<file path="src/rtl/fpu_issue_ctrl.sv">
// Issue controller for RV32F OP-FP instructions: decodes, sequences combinational
// and iterative-divide operations through the FPU, and drives the writeback port.
module fpu_issue_ctrl (
    input  logic        in_Clk,
    input  logic        in_Rst_N,
    input  logic        in_valid,
    output logic        out_ready,
    input  logic [31:0] in_instr,
    input  logic [31:0] in_rs1_val,
    input  logic [31:0] in_rs2_val,
    input  logic        in_flush,
    output logic [4:0]  out_fpu_op,
    output logic [31:0] out_fpu_rs1,
    output logic [31:0] out_fpu_rs2,
    output logic        out_fpu_start,
    input  logic [31:0] in_fpu_data,
    input  logic        in_fpu_stall,
    output logic        out_wb_valid,
    output logic [4:0]  out_wb_rd,
    output logic [31:0] out_wb_data,
    output logic        out_wb_is_int,
    output logic        out_illegal
);

    typedef enum logic [2:0] {
        S_IDLE      = 3'd0,
        S_EXEC      = 3'd1,
        S_DIV_START = 3'd2,
        S_DIV_WAIT  = 3'd3,
        S_WB        = 3'd4
    } state_e;

    typedef struct packed {
        logic       legal;
        logic       is_div;
        logic       is_int;
        logic [4:0] op;
    } dec_t;

    function automatic dec_t decode(input logic [31:0] instr);
        dec_t       d;
        logic [6:0] f7;
        logic [2:0] f3;
        logic [4:0] rs2;
        d   = '0;
        f7  = instr[31:25];
        f3  = instr[14:12];
        rs2 = instr[24:20];
        if (instr[6:0] == 7'h53) begin
            case (f7)
                7'b0000000: begin d.legal = 1'b1; d.op = 5'b00000; end
                7'b0000100: begin d.legal = 1'b1; d.op = 5'b00001; end
                7'b0001000: begin d.legal = 1'b1; d.op = 5'b00010; end
                7'b0001100: begin d.legal = 1'b1; d.op = 5'b00011; d.is_div = 1'b1; end
                7'b0101100: begin
                    if (rs2 == 5'd0) begin d.legal = 1'b1; d.op = 5'b00100; end
                    else begin d.legal = 1'b0; end
                end
                7'b0010000: begin
                    case (f3)
                        3'b000:  begin d.legal = 1'b1; d.op = 5'b00101; end
                        3'b001:  begin d.legal = 1'b1; d.op = 5'b00110; end
                        3'b010:  begin d.legal = 1'b1; d.op = 5'b00111; end
                        default: d.legal = 1'b0;
                    endcase
                end
                7'b0010100: begin
                    case (f3)
                        3'b000:  begin d.legal = 1'b1; d.op = 5'b10100; end
                        3'b001:  begin d.legal = 1'b1; d.op = 5'b10101; end
                        default: d.legal = 1'b0;
                    endcase
                end
                7'b1010000: begin
                    d.is_int = 1'b1;
                    case (f3)
                        3'b010:  begin d.legal = 1'b1; d.op = 5'b01000; end
                        3'b001:  begin d.legal = 1'b1; d.op = 5'b01001; end
                        3'b000:  begin d.legal = 1'b1; d.op = 5'b01010; end
                        default: d.legal = 1'b0;
                    endcase
                end
                7'b1100000: begin
                    d.is_int = 1'b1;
                    case (rs2)
                        5'd0:    begin d.legal = 1'b1; d.op = 5'b01100; end
                        5'd1:    begin d.legal = 1'b1; d.op = 5'b01101; end
                        default: d.legal = 1'b0;
                    endcase
                end
                7'b1101000: begin
                    case (rs2)
                        5'd0:    begin d.legal = 1'b1; d.op = 5'b01110; end
                        5'd1:    begin d.legal = 1'b1; d.op = 5'b01111; end
                        default: d.legal = 1'b0;
                    endcase
                end
                7'b1110000: begin
                    d.is_int = 1'b1;
                    if (rs2 == 5'd0 && f3 == 3'b000) begin d.legal = 1'b1; d.op = 5'b10000; end
                    else if (rs2 == 5'd0 && f3 == 3'b001) begin d.legal = 1'b1; d.op = 5'b10010; end
                    else begin d.legal = 1'b0; end
                end
                7'b1111000: begin
                    if (rs2 == 5'd0 && f3 == 3'b000) begin d.legal = 1'b1; d.op = 5'b10001; end
                    else begin d.legal = 1'b0; end
                end
                default: d = '0;
            endcase
        end else begin
            d = '0;
        end
        // An illegal word must not carry partial decode state into the pipeline.
        if (!d.legal) begin
            d = '0;
        end else begin
            d = d;
        end
        return d;
    endfunction

    state_e      state_q, state_d;
    logic        seen_busy_q, seen_busy_d;
    logic        wait_cnt_q, wait_cnt_d;
    logic [4:0]  op_q, op_d;
    logic [31:0] rs1_q, rs1_d, rs2_q, rs2_d;
    logic        wb_valid_q, wb_valid_d;
    logic [4:0]  rd_q, rd_d;
    logic [31:0] wb_data_q, wb_data_d;
    logic        is_int_q, is_int_d;
    logic        illegal_q, illegal_d;
    logic        start_s;
    logic        accept_s;
    logic        div_done_s;
    dec_t        dec_s;
    logic        unused_rs1_field_s;

    assign unused_rs1_field_s = ^in_instr[19:15];
    assign dec_s      = decode(in_instr);
    assign out_ready  = (state_q == S_IDLE) & ~in_fpu_stall;
    assign accept_s   = in_valid & out_ready;
    // A divide that never raises stall within two wait cycles is treated as finished.
    assign div_done_s = ~in_fpu_stall & (seen_busy_q | wait_cnt_q);

    // Next-state, datapath latching and strobe generation.
    always_comb begin
        state_d     = state_q;
        seen_busy_d = seen_busy_q;
        wait_cnt_d  = wait_cnt_q;
        op_d        = op_q;
        rs1_d       = rs1_q;
        rs2_d       = rs2_q;
        rd_d        = rd_q;
        is_int_d    = is_int_q;
        wb_data_d   = wb_data_q;
        wb_valid_d  = 1'b0;
        illegal_d   = 1'b0;
        start_s     = 1'b0;
        case (state_q)
            S_IDLE: begin
                if (accept_s && !in_flush) begin
                    op_d     = dec_s.op;
                    rs1_d    = in_rs1_val;
                    rs2_d    = in_rs2_val;
                    rd_d     = in_instr[11:7];
                    is_int_d = dec_s.is_int;
                    if (!dec_s.legal) begin
                        illegal_d = 1'b1;
                        state_d   = S_IDLE;
                    end else if (dec_s.is_div) begin
                        state_d = S_DIV_START;
                    end else begin
                        state_d = S_EXEC;
                    end
                end else begin
                    state_d = S_IDLE;
                end
            end
            S_EXEC: begin
                if (in_flush) begin
                    state_d = S_IDLE;
                end else begin
                    wb_data_d  = in_fpu_data;
                    wb_valid_d = 1'b1;
                    state_d    = S_WB;
                end
            end
            S_DIV_START: begin
                if (in_flush) begin
                    state_d = S_IDLE;
                end else begin
                    start_s     = 1'b1;
                    seen_busy_d = 1'b0;
                    wait_cnt_d  = 1'b0;
                    state_d     = S_DIV_WAIT;
                end
            end
            S_DIV_WAIT: begin
                if (in_flush) begin
                    state_d = S_IDLE;
                end else if (div_done_s) begin
                    wb_data_d  = in_fpu_data;
                    wb_valid_d = 1'b1;
                    state_d    = S_WB;
                end else begin
                    seen_busy_d = seen_busy_q | in_fpu_stall;
                    wait_cnt_d  = 1'b1;
                end
            end
            S_WB: begin
                state_d = S_IDLE;
            end
            default: begin
                state_d = S_IDLE;
            end
        endcase
    end

    // State and output registers with synchronous active-low reset.
    always_ff @(posedge in_Clk) begin
        if (!in_Rst_N) begin
            state_q     <= S_IDLE;
            seen_busy_q <= 1'b0;
            wait_cnt_q  <= 1'b0;
            op_q        <= 5'd0;
            rs1_q       <= 32'd0;
            rs2_q       <= 32'd0;
            wb_valid_q  <= 1'b0;
            rd_q        <= 5'd0;
            wb_data_q   <= 32'd0;
            is_int_q    <= 1'b0;
            illegal_q   <= 1'b0;
        end else begin
            state_q     <= state_d;
            seen_busy_q <= seen_busy_d;
            wait_cnt_q  <= wait_cnt_d;
            op_q        <= op_d;
            rs1_q       <= rs1_d;
            rs2_q       <= rs2_d;
            wb_valid_q  <= wb_valid_d;
            rd_q        <= rd_d;
            wb_data_q   <= wb_data_d;
            is_int_q    <= is_int_d;
            illegal_q   <= illegal_d;
        end
    end

    // The start pulse is gated by flush in the same cycle, so it cannot be registered.
    assign out_fpu_start = start_s;
    assign out_fpu_op    = op_q;
    assign out_fpu_rs1   = rs1_q;
    assign out_fpu_rs2   = rs2_q;
    assign out_wb_valid  = wb_valid_q;
    assign out_wb_rd     = rd_q;
    assign out_wb_data   = wb_data_q;
    assign out_wb_is_int = is_int_q;
    assign out_illegal   = illegal_q;

endmodule

</file>
<file path="config.mk">
export PLATFORM = sky130hd
export DESIGN_NAME = fpu_issue_ctrl
export DESIGN_NICKNAME = d
export VERILOG_FILES = /design/src/rtl/fpu_issue_ctrl.sv
export SDC_FILE = /design/constraint.sdc
export NUM_CORES = 1
export LEC_CHECK = 0
export ABC_AREA = 1
export BUFFER_PORTS_ARGS = -buffer_cell sky130_fd_sc_hd__buf_4
export CAP_MARGIN = 0
export CORE_UTILIZATION = 44
export DETAILED_ROUTE_END_ITERATION = 10
export GPL_TIMING_DRIVEN = 0
export PLACE_DENSITY = 0.79
export SLEW_MARGIN = 20
export SYNTH_ARGS = -nofsm -noshare
export SYNTH_HDL_FRONTEND = slang
export SYNTH_SLANG_ARGS = --single-unit
</file>
<file path="constraint.sdc">
create_clock -name in_Clk -period 1.5 [get_ports in_Clk]
set_input_delay 0.15 -clock in_Clk [delete_from_list [all_inputs] [get_ports in_Clk]]
set_output_delay 0.15 -clock in_Clk [all_outputs]
set_load 0.005 [all_outputs]
</file>
==> results.toml, run 1 <==
[setup_path]
cp_cell_sequence = "nor3_2 > nand2_1 > inv_2 > nand3_4 > buf_2 > o21ai_0 > nor2_1"
cpMaxStageDelayCell = "dfxtp_2"
crit_required_ns = 1.87
critPathArrivalTime_ns = 1.95
crit_type = "flop to flop"
ff2ff_setup_slack_ns = -0.08
cpPeakStageDelay_ns = 0.33
end_kind = "flop"
worst-path-max-fanout = 10
start_kind = "flop"

[layout]
finalNonFillerCells = 1128
fillers = 552
num-nets-final = 1115
fin_area_um2 = 8280
fin_util_pct = 84.3
drive_above_1_share_pct = 34.2
antenna_cells = 0
area_delta_synth_final_pct = 85.3

[die]
die_area_um2 = 10600
design.core.area_um2 = 9820
start_util_pct = 45.5
fp.dieW_um = 103
io_pins = 244
rows = 36
die_h_um = 103

[clock_network]
cts_max_level = 4
cts.sinks = 114
clock_path_buffers = 2
ctsRootBufferMaster = "clkbuf_8"
cts_tree = "yes"
cts_made_buffers = 17
clock_latency_ns = 0.50
cts.clk_slew.worst_paths_ns = 0.06

[place]
io_buffers = 237
dp_hpwl_um = 10500
globalplace.congestion = 0.918
dp_cells = 990
dpl_cell_area_um2 = 6410

[sta]
slew_viol_final = 0
hold_violations = 0
worst_slack_ns = -0.0784
fmaxAchievable_mhz = 634
finalCritPeriodShare_pct = 105
fin_skew_ns = 0.00932
slew_headroom_pct = 46.1
worstMarginPinSlew_ns = 0.808
rsz0062_at_grt = "true"
setup_viol = 9
period_needed_ns = 1.58

[global_routing]
grt_antenna_before_repair = 0
grt_pass1_wl_um = 26500
grt_pass1_vias = 5534
grt_max_degree = 17
grt_usage_pct = 32.7
grt-ovfl-total = 0

[min_path]
hold_class = "input pin to flop"

[status]
violations = "setup timing"
status = "finished, violations left"

[power_and_ir_drop]
power.leakage_uw = 0.00377
power_density_nw_per_um2 = 1000
peakVddDrop_mv = 0.839

[synth]
synth_top_area_share_pct = 51.1
syn_avg_cell_area_um2 = 7.20
syn_inst = 620
ys_async_sr_fraction_pct = 0
yosysMostFrequentCell = "nor2_1"
yosysSeqAreaShare_pct = 51.1
synth_area_leaders = "dfxtp_1, nor2_1, o21ai_0"
synth_nets = 753
synth_top_cell_by_area = "dfxtp_1"
yosys_warnings = 0
synth_top_flop_cell = "dfxtp_1"
synth_area_um2 = 4470
yosysUniqueCellTypes = 21
synthTopCellsByCount = "nor2_1, dfxtp_1, o21ai_0, nand2_1, clkbuf_1"
yosys_register_bits = 114
synth-edff-count = 0

[drt]
num_vias = 5794
drt_iter0_drc = 221
vias_per_cell = 5.14
wl_per_cell_um = 16.5
ant_nets = 0
drcViolationCount = 0
drt-pass1-iter-count = 6
routed_wirelength_um = 18600

[flow_run]
cap_violations = 0
==> power by group <==
part | total (uW) | switching [uW] | leakage [uW] | internal (uW)
clock | 3960 | 1430 | 0.000286 | 2530
sequential | 3190 | 63.7 | 0.000928 | 3120
combinational | 1130 | 487 | 0.00256 | 643
total | 8270 | 1980 | 0.00377 | 6300
==> critical path: cells and delay by family (launching register included) <==
kind            cells  cell delay [ns]
flops               1             0.33
buf+inv             2             0.34
compound gates      1             0.23
simple gates        4             0.55
==> metrics by stage <==
step | worst slack [ns] | hold slack [ns] | TNS [ns] | power (uW)
after global placement | -0.170 | 0.401 | -2.96 | 3990
after floorplan | 0.131 | 0.314 | 0 | 3520
final | -0.0784 | 0.0414 | -0.301 | 8270
after detailed placement | -0.201 | 0.407 | -6.24 | 4010
after CTS | 0.000809 | 0.00328 | 0 | 8150
after global routing | -0.252 | 0.0396 | -3.08 | 8560
==> timing repair <==
item | CTS | global route
setup endpoints to repair | 108 | 97
hold buffers | 103 | 0
gates resized for setup | 16 | 109
gates cloned | 0 | 2
endpoints found under the hold margin | 102 | 0
pin swaps | 0 | 7
setup buffers | 0 | 1
==> routing by layer <==
| layer | GRT usage (%) | share of wire [%] | wire length [um] | up-vias |
|---|---|---|---|---|
| met2 | 57.0 | 50 | 9360 | 316 |
| li1 | - | - | - | 2718 |
| met5 | 0 | 0 | 0 | - |
| met3 | 11.5 | 8.5 | 1580 | 88 |
| met1 | 34.9 | 36 | 6780 | 2672 |
| met4 | 17.2 | 4.9 | 905 | 0 |
==> flip-flops by register name (all words and copies together) (netlist names) <==
signal	count
seen_busy_q	1
state_q	3
out_illegal	1
out_fpu_op	5
out_wb_data	32
out_fpu_rs1	32
out_fpu_rs2	32
out_wb_valid	1
wait_cnt_q	1
out_wb_is_int	1
out_wb_rd	5
==> cell type report <==
type	count	area [um2]	share of cell area, %
Timing Repair inverter	1	6.26	0.0756
Buffer	32	215	2.60
Inverter	24	97.6	1.18
Sequential cell	114	2290	27.6
Clock buffer	19	422	5.09
Multi-Input combinational cell	450	2080	25.1
Tap cell	133	166	2.01
Timing Repair Buffer	342	2840	34.3
Clock inverter	13	161	1.95
==> cells by family (layout without fill, tap and decap cells) <==
family | Yosys count | in the layout | synth area share (%)
buf+inv | 56 | 431 | 5.02
compound gates | 119 | 119 | 13.7
flops | 114 | 114 | 51.1
simple gates | 331 | 331 | 30.1
==> cell usage in the layout, fill, tap and decap left out, types with 3 or more instances in the layout <==
| master | count |
|---|---|
| a21oi_1 | 12 |
| buf_2 | 6 |
| buf_4 | 239 |
| buf_6 | 3 |
| bufinv_16 | 3 |
| clkbuf_1 | 13 |
| clkbuf_16 | 17 |
| clkbuf_2 | 3 |
| clkbuf_4 | 5 |
| clkinv_2 | 4 |
| clkinv_4 | 4 |
| dfxtp_1 | 112 |
| dlygate4sd3_1 | 103 |
| inv_1 | 18 |
| inv_2 | 4 |
| nand2_1 | 47 |
| nand2_2 | 5 |
| nand3_1 | 19 |
| nand3_2 | 3 |
| nor2_1 | 237 |
| nor2_2 | 7 |
| nor2_4 | 4 |
| o21ai_0 | 65 |
| o21ai_1 | 20 |
| o21ai_2 | 17 |
==> path summary, 6_finish.rpt <==
| kind | from | endpoint | depth (start not counted) |
|---|---|---|---|
| worst max-delay path | state_q[1] | out_fpu_rs1[4] | 7 |
| worst min-delay path | in_Rst_N | out_fpu_rs2[19] | 3 |
| worst max register to register | state_q[1] | out_fpu_rs1[4] | 7 |
| worst min register to register | out_fpu_op[4] | out_fpu_op[4] | 2 |
(Power assumes the default switching activity.)
==> inputs of run 2 (changes only) <==
MAX_ROUTING_LAYER = met4   (was not set)
==> run 2 against run 1 <==
  * The run still ends with setup timing left
  * Clock skew up 0.0018 ns
  * Clock-buffer cell count unchanged
  * Worst hold slack gained 0.014 ns
  * Core utilization grew 0.52 points
  * Largest power group unchanged
  * Highest routed layer unchanged
==> results.toml, run 2 (synthesized netlist as in run 1, its figures left out) <==
[clock_network]
cts_tree = "yes"
cts.clk_slew.worst_paths_ns = 0.06
clock_latency_ns = 0.51
cts_max_level = 4
ctsRootBufferMaster = "clkbuf_8"
cts_made_buffers = 17
cts.sinks = 114
clock_path_buffers = 2

[sta]
worst_slack_ns = -0.110
worstMarginPinSlew_ns = 0.748
setup_viol = 2
fmaxAchievable_mhz = 621
slew_viol_final = 0
slew_headroom_pct = 50.1
rsz0062_at_grt = "true"
period_needed_ns = 1.61
finalCritPeriodShare_pct = 107
fin_skew_ns = 0.0111
hold_violations = 0

[drt]
drt_iter0_drc = 187
vias_per_cell = 5.16
drcViolationCount = 0
routed_wirelength_um = 18600
num_vias = 5819
ant_nets = 0
wl_per_cell_um = 16.5
drt-pass1-iter-count = 5

[power_and_ir_drop]
peakVddDrop_mv = 0.710
power.leakage_uw = 0.00380
power_density_nw_per_um2 = 997

[layout]
drive_above_1_share_pct = 34.4
final_cell_mix = "buf_4, nor2_1, dfxtp_1"
fin_area_um2 = 8330
num-nets-final = 1114
finalNonFillerCells = 1128
final_common_cell = "buf_4"
area_delta_synth_final_pct = 86.5

[die]
rows = 36
fp.dieW_um = 103
start_util_pct = 45.5
die_h_um = 103
design.core.area_um2 = 9820
die_area_um2 = 10600
io_pins = 244

[setup_path]
cpMaxStageDelayCell = "dfxtp_2"
cp_cell_sequence = "nor3_2 > nand2_1 > inv_2 > nand3_4 > inv_8 > buf_4 > nor2_1 > nor2_1"
end_kind = "flop"
critPathArrivalTime_ns = 2.00
crit_type = "flop to flop"
cpPeakStageDelay_ns = 0.32
crit_required_ns = 1.89
worst-path-max-fanout = 10
timing.critical_path.mode_cell = "nor2_1"
start_kind = "flop"

[global_routing]
grt_pass1_vias = 5819
grt_usage_pct = 35.5
grt_antenna_before_repair = 1
grt_pass1_wl_um = 27500
grt_max_degree = 17
grt-ovfl-total = 0

[status]
violations = "setup timing"
status = "finished, violations left"

[place]
dp_cells = 990
dpl_cell_area_um2 = 6410
globalplace.congestion = 0.942
place_ws_ns = -0.269
io_buffers = 237
dp_hpwl_um = 10600

[flow_run]
cap_violations = 0

[min_path]
hold_class = "input pin to flop"
## run 2: changes by cell type in the layout (fill, tap and decap cells not counted), moves of 2 or more
cell	delta
clkbuf_4	-2
inv_2	-2
buf_2	-2
o21ai_1	-7
inv_1	+2
o21ai_2	+5
nor2_1	+2
buf_4	+4
## run 2: critical path, delay by kind of cell, from the launching register on
kind	cells	cell delay, ns
buffers and inverters	3	0.42
flip-flops	1	0.32
AND/OR/NAND/NOR	5	0.73
## run 2: through the flow
| stage | setup TNS [ns] | total power, uW | hold WS (ns) | util, % |
|---|---|---|---|---|
| 2_1_floorplan | 0 | 3520 | 0.314 | - |
| 3_3_place_gp | -2.95 | 3990 | 0.401 | 65.3 |
| 3_5_place_dp | -10.49 | 4010 | 0.407 | 65.3 |
| 4_1_cts | -0.0508 | 8170 | 0.0145 | 82.8 |
| 5_1_grt | -0.948 | 8590 | 0.0650 | 84.8 |
| 6_report | -0.112 | 8300 | 0.0557 | 84.8 |
## run 2: final timing paths
kind	depth (start not counted)	slack [ns]	start	end
hold reg to reg	2	0.48	out_wb_is_int	out_wb_is_int
setup / recovery	8	-0.11	state_q[0]	out_fpu_rs1[15]
hold / removal	5	0.06	in_instr[31]	out_fpu_op[3]
setup reg to reg	8	-0.11	state_q[0]	out_fpu_rs1[15]
## run 2: power by group
group	total (uW)	internal, uW	leakage (uW)	switching, uW
Clock	3970	2530	0.000286	1440
Combinational	1140	653	0.00259	486
Sequential	3190	3130	0.000928	62.5
## run 2: final cells by class
class	count	area, um2
antenna	1	2.50
buffer	32	216
clock buffer	19	422
clock inverter	13	161
fill	539	1490
inverter	24	97.6
multi-input combinational	450	2110
sequential	114	2280
tap	133	166
timing repair buffer	342	2870
## run 2: repair_timing
item,in CTS,in global routing
buffers inserted,0,0
pin swaps,2,3
hold buffers,103,0
setup endpoints to repair,109,86
hold endpoints to repair,102,0
resized for setup,39,88
gates cloned,1,1
## run 2: per-layer routing
layer | track usage [%] | up-vias | routed length [um]
met5 | - | - | 0
met2 | 59.6 | 317 | 9440
li1 | - | 2714 | -
met1 | 34.7 | 2680 | 6480
met4 | 24.8 | 0 | 1180
met3 | 11.7 | 108 | 1540
